[src/rtl/asym_fifo_pkg.sv]
// Shared constants and helpers for the width-converting FIFO.
// Derived widths are recomputed per instance from the same helpers.
package asym_fifo_pkg;

    function automatic int unsigned log2c(input int unsigned v);
        int unsigned r;
        r = 0;
        for (int i = 0; i < 32; i++) begin
            if ((32'd1 << i) < v) r = i + 1;
        end
        return r;
    endfunction

    // Full as soon as free space cannot hold one more whole word.
    function automatic int unsigned full_thresh(input int unsigned depthr,
                                                input int unsigned ratio);
        return depthr - ratio;
    endfunction

    localparam int unsigned WIDTHW_DEF  = 32;
    localparam int unsigned WIDTHR_DEF  = 8;
    localparam int unsigned DEPTHW_DEF  = 64;
    localparam int unsigned RATIO       = WIDTHW_DEF / WIDTHR_DEF;
    localparam int unsigned DEPTHR      = DEPTHW_DEF * RATIO;
    localparam int unsigned AW_W        = log2c(DEPTHW_DEF);
    localparam int unsigned AW_R        = log2c(DEPTHR);
    localparam int unsigned LOG2RATIO   = log2c(RATIO);
    localparam int unsigned LVLW        = AW_R + 1;
    localparam int unsigned FULL_THRESH = full_thresh(DEPTHR, RATIO);

endpackage

[src/rtl/asym_ram_w2r.sv]
// Single-clock asymmetric RAM: one wide write port, one narrow registered read port.
// Storage is banked by narrow slice so each bank has exactly one writer.
module asym_ram_w2r
    import asym_fifo_pkg::*;
#(
    parameter int unsigned WIDTHW = WIDTHW_DEF,
    parameter int unsigned WIDTHR = WIDTHR_DEF,
    parameter int unsigned DEPTHW = DEPTHW_DEF
) (
    input  logic                                        clk,
    input  logic                                        rst_n,
    input  logic                                        i_wr_en,
    input  logic [log2c(DEPTHW)-1:0]                    i_wr_addr,
    input  logic [WIDTHW-1:0]                           i_wr_data,
    input  logic                                        i_rd_en,
    input  logic [log2c(DEPTHW*(WIDTHW/WIDTHR))-1:0]    i_rd_addr,
    output logic [WIDTHR-1:0]                           o_rd_data
);

    localparam int unsigned L_RATIO = WIDTHW / WIDTHR;
    localparam int unsigned L_AW_R  = log2c(DEPTHW * L_RATIO);
    localparam int unsigned L_LOG2R = log2c(L_RATIO);

    logic [L_RATIO-1:0][WIDTHR-1:0] w_bank_rd;
    logic [WIDTHR-1:0]              r_rd_data;

    for (genvar g = 0; g < int'(L_RATIO); g++) begin : g_slice
        logic [WIDTHR-1:0] r_bank [DEPTHW];

        always_ff @(posedge clk) begin
            if (i_wr_en) r_bank[i_wr_addr] <= i_wr_data[g*WIDTHR +: WIDTHR];
        end

        assign w_bank_rd[g] = r_bank[i_rd_addr[L_AW_R-1:L_LOG2R]];
    end

    always_ff @(posedge clk) begin
        if (!rst_n) begin
            r_rd_data <= '0;
        end else if (i_rd_en) begin
            r_rd_data <= w_bank_rd[i_rd_addr[L_LOG2R-1:0]];
        end
    end

    assign o_rd_data = r_rd_data;

endmodule

[src/rtl/asym_fifo_ctrl.sv]
// Width-converting FIFO: wide words in, narrow units out, low unit first.
// Occupancy is tracked in narrow units; fullness derives from level, not pointers.
module asym_fifo_ctrl
    import asym_fifo_pkg::*;
#(
    parameter int unsigned WIDTHW = WIDTHW_DEF,
    parameter int unsigned WIDTHR = WIDTHR_DEF,
    parameter int unsigned DEPTHW = DEPTHW_DEF
) (
    input  logic                                            clk,
    input  logic                                            rst_n,
    input  logic                                            wr_valid,
    output logic                                            wr_ready,
    input  logic [WIDTHW-1:0]                               wr_data,
    input  logic                                            rd_en,
    output logic [WIDTHR-1:0]                               rd_data,
    output logic                                            rd_valid,
    output logic [log2c(DEPTHW*(WIDTHW/WIDTHR))+1-1:0]      level,
    output logic                                            empty,
    output logic                                            full,
    output logic                                            overflow,
    output logic                                            underflow,
    input  logic                                            clr_err
);

    localparam int unsigned L_RATIO  = WIDTHW / WIDTHR;
    localparam int unsigned L_DEPTHR = DEPTHW * L_RATIO;
    localparam int unsigned L_AW_W   = log2c(DEPTHW);
    localparam int unsigned L_AW_R   = log2c(L_DEPTHR);
    localparam int unsigned L_LVLW   = L_AW_R + 1;
    localparam int unsigned L_THRESH = full_thresh(L_DEPTHR, L_RATIO);

    logic [L_AW_W-1:0] r_wptr;
    logic [L_AW_R-1:0] r_rptr;
    logic [L_LVLW-1:0] r_level;
    logic [L_LVLW-1:0] w_level_nxt;
    logic              r_rd_valid;
    logic              r_ovf;
    logic              r_udf;
    logic              w_empty;
    logic              w_full;
    logic              w_wr_acc;
    logic              w_rd_acc;

    assign w_empty  = (r_level == '0);
    assign w_full   = (r_level > L_LVLW'(L_THRESH));
    assign w_wr_acc = wr_valid && !w_full;
    assign w_rd_acc = rd_en && !w_empty;

    always_comb begin
        w_level_nxt = r_level;
        if (w_wr_acc) w_level_nxt = w_level_nxt + L_LVLW'(L_RATIO);
        if (w_rd_acc) w_level_nxt = w_level_nxt - L_LVLW'(1);
    end

    always_ff @(posedge clk) begin
        if (!rst_n) begin
            r_wptr     <= '0;
            r_rptr     <= '0;
            r_level    <= '0;
            r_rd_valid <= 1'b0;
            r_ovf      <= 1'b0;
            r_udf      <= 1'b0;
        end else begin
            if (w_wr_acc) r_wptr <= r_wptr + L_AW_W'(1);
            if (w_rd_acc) r_rptr <= r_rptr + L_AW_R'(1);
            r_level    <= w_level_nxt;
            r_rd_valid <= w_rd_acc;
            // A new error in the same cycle as clr_err keeps the flag set.
            r_ovf      <= (r_ovf && !clr_err) || (wr_valid && w_full);
            r_udf      <= (r_udf && !clr_err) || (rd_en && w_empty);
        end
    end

    asym_ram_w2r #(
        .WIDTHW (WIDTHW),
        .WIDTHR (WIDTHR),
        .DEPTHW (DEPTHW)
    ) u_ram (
        .clk       (clk),
        .rst_n     (rst_n),
        .i_wr_en   (w_wr_acc),
        .i_wr_addr (r_wptr),
        .i_wr_data (wr_data),
        .i_rd_en   (w_rd_acc),
        .i_rd_addr (r_rptr),
        .o_rd_data (rd_data)
    );

    assign wr_ready  = !w_full;
    assign rd_valid  = r_rd_valid;
    assign level     = r_level;
    assign empty     = w_empty;
    assign full      = w_full;
    assign overflow  = r_ovf;
    assign underflow = r_udf;

endmodule

[config.mk]
export PLATFORM = sky130hd
export DESIGN_NAME = asym_fifo_ctrl
export DESIGN_NICKNAME = d
export VERILOG_FILES = /design/src/rtl/asym_fifo_pkg.sv /design/src/rtl/asym_ram_w2r.sv /design/src/rtl/asym_fifo_ctrl.sv
export SDC_FILE = /design/constraint.sdc
export NUM_CORES = 2
export LEC_CHECK = 0
export CAP_MARGIN = 20
export CORE_UTILIZATION = 45
export DETAILED_ROUTE_END_ITERATION = 12
export HOLD_SLACK_MARGIN = 0.05
export MAX_ROUTING_LAYER = met4
export SLEW_MARGIN = 40
export SYNTH_ARGS = -nofsm -noshare
export SYNTH_HDL_FRONTEND = slang
export SYNTH_HIERARCHICAL = 1
export SYNTH_SLANG_ARGS = --single-unit
[constraint.sdc]
create_clock -name clk -period 7.5 [get_ports clk]
set_input_delay 2.25 -clock clk [delete_from_list [all_inputs] [get_ports clk]]
set_output_delay 2.25 -clock clk [all_outputs]
set_load 0.01 [all_outputs]
* Word level (Yosys, flattened, before mapping)
Memories as Yosys holds them, arrays and structs flattened. A register that Yosys moved wholly into a read port is not among the register bits.
Cells that the tools add are included.
** Word-level totals
- Memories kept :: 4
- Register bits :: 34
- RAM bits :: 2048
- Word-level logic and storage cells :: 43
- Output and inout bits :: 23
** Memories
- u_ram.g_slice[0].r_bank :: words 64, bits a word 8, read ports 1, clocked after Yosys merged registers in 1, wr ports 1, RTL line asym_ram_w2r.sv:28 : logic [WIDTHR-1:0] r_bank [DEPTHW];
- u_ram.g_slice[1].r_bank :: words 64, bits a word 8, read ports 1, clocked after Yosys merged registers in 1, wr ports 1, RTL line asym_ram_w2r.sv:28
- u_ram.g_slice[2].r_bank :: words 64, bits a word 8, read ports 1, clocked after Yosys merged registers in 1, wr ports 1, RTL line asym_ram_w2r.sv:28
- u_ram.g_slice[3].r_bank :: words 64, bits a word 8, read ports 1, clocked after Yosys merged registers in 1, wr ports 1, RTL line asym_ram_w2r.sv:28
** Operators by class
- Reductions and logical operators :: 12
- Mux-type cells :: 14
- $add $sub $neg :: 4
- Magnitude comparators :: 2
** Operators by type and width (count)
- $mux 6 :: 8
- $mux 9 :: 2
- $bmux 8 s2 :: 1
- $add 9x3->9 const B :: 1
- $gt 9x8->1 const B :: 1
- $logic_not 9->1 :: 1
- $sub 9x1->9 const B :: 1
- $add 8x1->8 const B :: 1
- $mux 8 :: 1
- $add 6x1->6 const B :: 1
- $logic_and 1x1->1 :: 6
- $logic_not 1->1 :: 3
- $lt 2x3->1 const B :: 1
- $logic_or 1x1->1 :: 2
- $mux 1 :: 2

* Logic depth before layout (Yosys ltp)
- Depth after elaboration :: 6
- Gate-level depth with buffers :: 14
- Gate-level depth less buffers :: 10

* Hierarchy
The synthesis kept the hierarchy.
** Modules (own cells, without submodules)
- asym_ram_w2r :: seq. area each 61659.1 um^2, cells each 3659, instances 1, area an instance 79381.1 um^2
- asym_fifo_ctrl :: seq. area each 520.5 um^2, cells each 174, instances 1, area an instance 1542.7 um^2

* Worst setup path after synthesis
Ideal clock, no wire load.
- Kind :: input to register
- From :: input port wr_valid
- To :: memory u_ram/g_slice[0].r_bank[40][0] (netlist name) (enable)
- Arrival time :: 6.403 ns
- Path slack :: 0.594 ns
- Buffers on the path :: 1
- Setup time :: 0.503 ns
- Cell stages on the path :: 5
- Required time :: 6.997 ns
- Path through :: nand2b_1 a31oi_2 clkbuf_1 nand4b_1 nor4_1
** On the way
- Word-level cells in the longest chain between the ends :: 3
** RTL lines
- from (decl) :: RTL line asym_fifo_ctrl.sv:12 : input logic wr_valid,
- $logic_and 1x1->1 :: RTL line asym_fifo_ctrl.sv:47 : assign w_wr_acc = wr_valid && !w_full;
- net w_wr_acc :: RTL line asym_fifo_ctrl.sv:42 : logic w_wr_acc;
- $mux 1 :: RTL line asym_ram_w2r.sv:31 : if (i_wr_en) r_bank[i_wr_addr] <= i_wr_data[g*WIDTHR +: WIDTHR];
- $mux 1 (not written as such) :: RTL line asym_ram_w2r.sv:31
- to (decl) :: RTL line asym_ram_w2r.sv:28
The timed path passes the listed nets, and every way through them passes these cells.

* Final worst setup path
- From :: register r_level[2], in the netlist level[2]
- To :: output port wr_ready
** On the way
- Word-level cells in the longest chain between the ends :: 2
** RTL lines
- from (decl) :: RTL line asym_fifo_ctrl.sv:35 : logic [L_LVLW-1:0] r_level;
- from (signal assigned) :: RTL line asym_fifo_ctrl.sv:67 : r_level <= w_level_nxt;
- $gt 9x8->1 :: RTL line asym_fifo_ctrl.sv:46 : assign w_full = (r_level > L_LVLW'(L_THRESH));
- $logic_not 1->1 :: RTL line asym_fifo_ctrl.sv:90 : assign wr_ready = !w_full;
- to (decl) :: RTL line asym_fifo_ctrl.sv:13 : output logic wr_ready,
No other way between the ends.

==> impl_results.md <==
- Outcome: complete, no violations
- Placed cells: 6183
- Via count: 41800
- Post-CTS sizing: 0
- First-pass DRT Iterations: 5
- Iter 0 DRT Violations: 6388
- RSZ-0062 raised after global routing: false
- Crit path cell chain: ha_1 -> nand2_1 -> a31oi_1 -> clkdlybuf4s50_1
- Final WL: 241000 um
- WP buf/inv: 1
- Setup Crit Path Kind: flip-flop to output pin
- Max transition margin: 35.2%
- # Max-Cap Violations: 0
- Final Hold Fails: 0
- PnR worst setup slack: 2.32 ns
- Die Height: 426 um
- Vias in the first global route: 39600
- Yosys reg bits: 2082
- Clock net sink count: 2082
- Fin Hold WS: 0.528 ns
- Total grt overflow: 0
- Hold Buf Count CTS: 0
- Layout cells sized above 1: 23.3%
- CP Data Arrival Time: 2.93 ns
- Worst-Margin Slew: 0.972 ns
- Residual DRC: 0
- Starting Density: 45.3%
- I/O pin count: 60
- CTS tree: yes
- Cell family with most CP delay: buffers and inverters
- IO Port Bufs: 59
- WL per Instance: 36.7 um
- Sequential area share after synthesis: 76.8%
- First-pass GRT wire length: 330000 um
- Core Util, Final: 51.2%
- Period utilisation layout: 69.1%
- CTS H-tree lvls: 4
- Root Buffer: clkbuf_16
- Clock skew: 0.0369 ns
- DP Wirelength: 150000 um
- Final Critical Period: 5.18 ns
- Synth Area per Inst: 21.1 um^2
- Distinct cells, synth: 79
- CP max FO: 10
- Clk_lat worst skew: 0.85 ns
- Synth async-reset ratio: 0%
- Pre-CTS setup slack: 1.40 ns
- Post-Layout Cell Count: 6568
- Most frequent cells in the layout: edfxtp_1 (2048), mux4_2 (396), mux2i_1 (274)
- Die X: 426 um
- Worst Path Required: 5.25 ns
- Filler cells: 13800
- Area growth syn-to-layout: 13.1%
- Max Slew Vio Count: 0
- Fmax achieved: 0.193 GHz
- Post-synth EDFFs: 2048
- Commonest non-fill, non-tap cell in the layout: edfxtp_1
- Prevailing post-synth register cell: edfxtp_1
- Syn_nets: 3876
- CTS Buffer Depth: 3
- CTS Buf Count: 205
- Min-Delay Path Class: flip-flop to flip-flop
- Peak supply drop: 0.000245 V
- Die ar.: 0.182 mm^2
- Syn. warnings: 6
- Final GP Congestion: 1.01
- Mapped cell area: 0.0809 mm^2
- Startpoint types: flip-flop
- CP max stage delay: 0.60 ns
- PwrDens: 268 mW/mm^2
- Setup tns final: 0 ns
- Clock-pin slew on the worst setup and hold paths: 0.05 ns
- Tot GR Track Use: 27.4%
- Final ANT Viol Nets: 0
- Initial antenna violation count: 17
- Final nets: 4080
- Largest net degree at the start of global routing: 98
- Num rows: 155
- Core area: 0.179 mm^2
- CP endpoint kind: output pin
- CP max-delay cell: clkdlybuf4s50_1
- Vias per Instance: 6.37
- Final setup violation count: 0
- Lkg Pwr: 27.3 nW
- Setup bufs post-CTS: 0
- Synthesized netlist cell count: 3833
worst min-delay path, stage by stage (launching register included):
cell	delay, ns
dfxtp_1	0.33
nor2_1	0.10
a211oi_1	0.05
per-stage QoR:
stage,cell area [um^2],power (mW)
floorplan,80900,14.0
global placement,84400,14.9
detailed placement,85000,14.9
CTS,91400,24.7
global route,91500,25.2
finish,91500,24.6
cells by family (layout without fill, tap and decap cells):
family	Yosys count	count (layout)	share of synthesized area, %
buffers and inverters	225	598	2.01
multiplexers	690	690	15.0
AND/OR/NAND/NOR	434	434	2.63
XOR/XNOR	18	18	0.204
other	0	7	0
flip-flops	2082	2082	76.8
adder cells (fa/ha/maj)	6	6	0.0928
AO/OA/AOI/OAI	378	378	3.22
where the power goes:
part | switching [mW] | internal (mW)
sequential | 0.169 | 12.9
combinational | 1.07 | 0.530
clock | 4.34 | 5.53
total | 5.58 | 19.0
routing by layer:
metal	wire length (um)	track usage, %
met1	99100	39.7
met2	107000	38.6
met3	25900	5.96
met4	8780	9.16
met5	0	-
worst paths after layout:
kind | end | from | slack (ns) | cells past startpoint
setup / recovery | wr_ready | level[2] | 2.32 | 4
hold / removal | level[1] | level[1] | 0.53 | 2
setup reg to reg | u_ram/o_rd_data[0] | r_rptr[3] | 3.09 | 9
hold reg to reg | level[1] | level[1] | 0.53 | 2
synth_stat cells, types with 34 or more instances:
library cell	instances	area share (%)
a21oi_1	43	0.27
buf_6	53	0.74
nor3_1	60	0.37
edfxtp_1	2048	76
a22oi_1	44	0.41
mux2i_1	274	3.4
o221ai_1	35	0.38
nor2_1	131	0.61
o21ai_0	52	0.32
clkbuf_1	66	0.31
o22ai_1	92	0.71
buf_2	44	0.27
mux4_2	396	11
dfxtp_1	34	0.84
nand3_1	43	0.27
nand2_1	81	0.38
registers in the layout (all words and copies together) (netlist names):
register and cells:
u_ram/g_slice.r_bank 2048, r_wptr 6, level 9, overflow 1, r_rptr 8, u_ram/o_rd_data 8
rd_valid 1, underflow 1
cell type report:
| cell class | instances | area, um^2 | area share, % |
|---|---|---|---|
| multi-input combinational | 1526 | 17700 | 19.4 |
| tap | 2355 | 2950 | 3.22 |
| clock buffer | 266 | 5530 | 6.04 |
| timing repair buffer | 213 | 2190 | 2.40 |
| sequential | 2082 | 62200 | 68.0 |
| inverter | 9 | 38.8 | 0.0424 |
| clock inverter | 110 | 880 | 0.961 |
| antenna | 7 | 17.5 | 0.0191 |
Note: power is estimated with default switching activity, not from simulation.
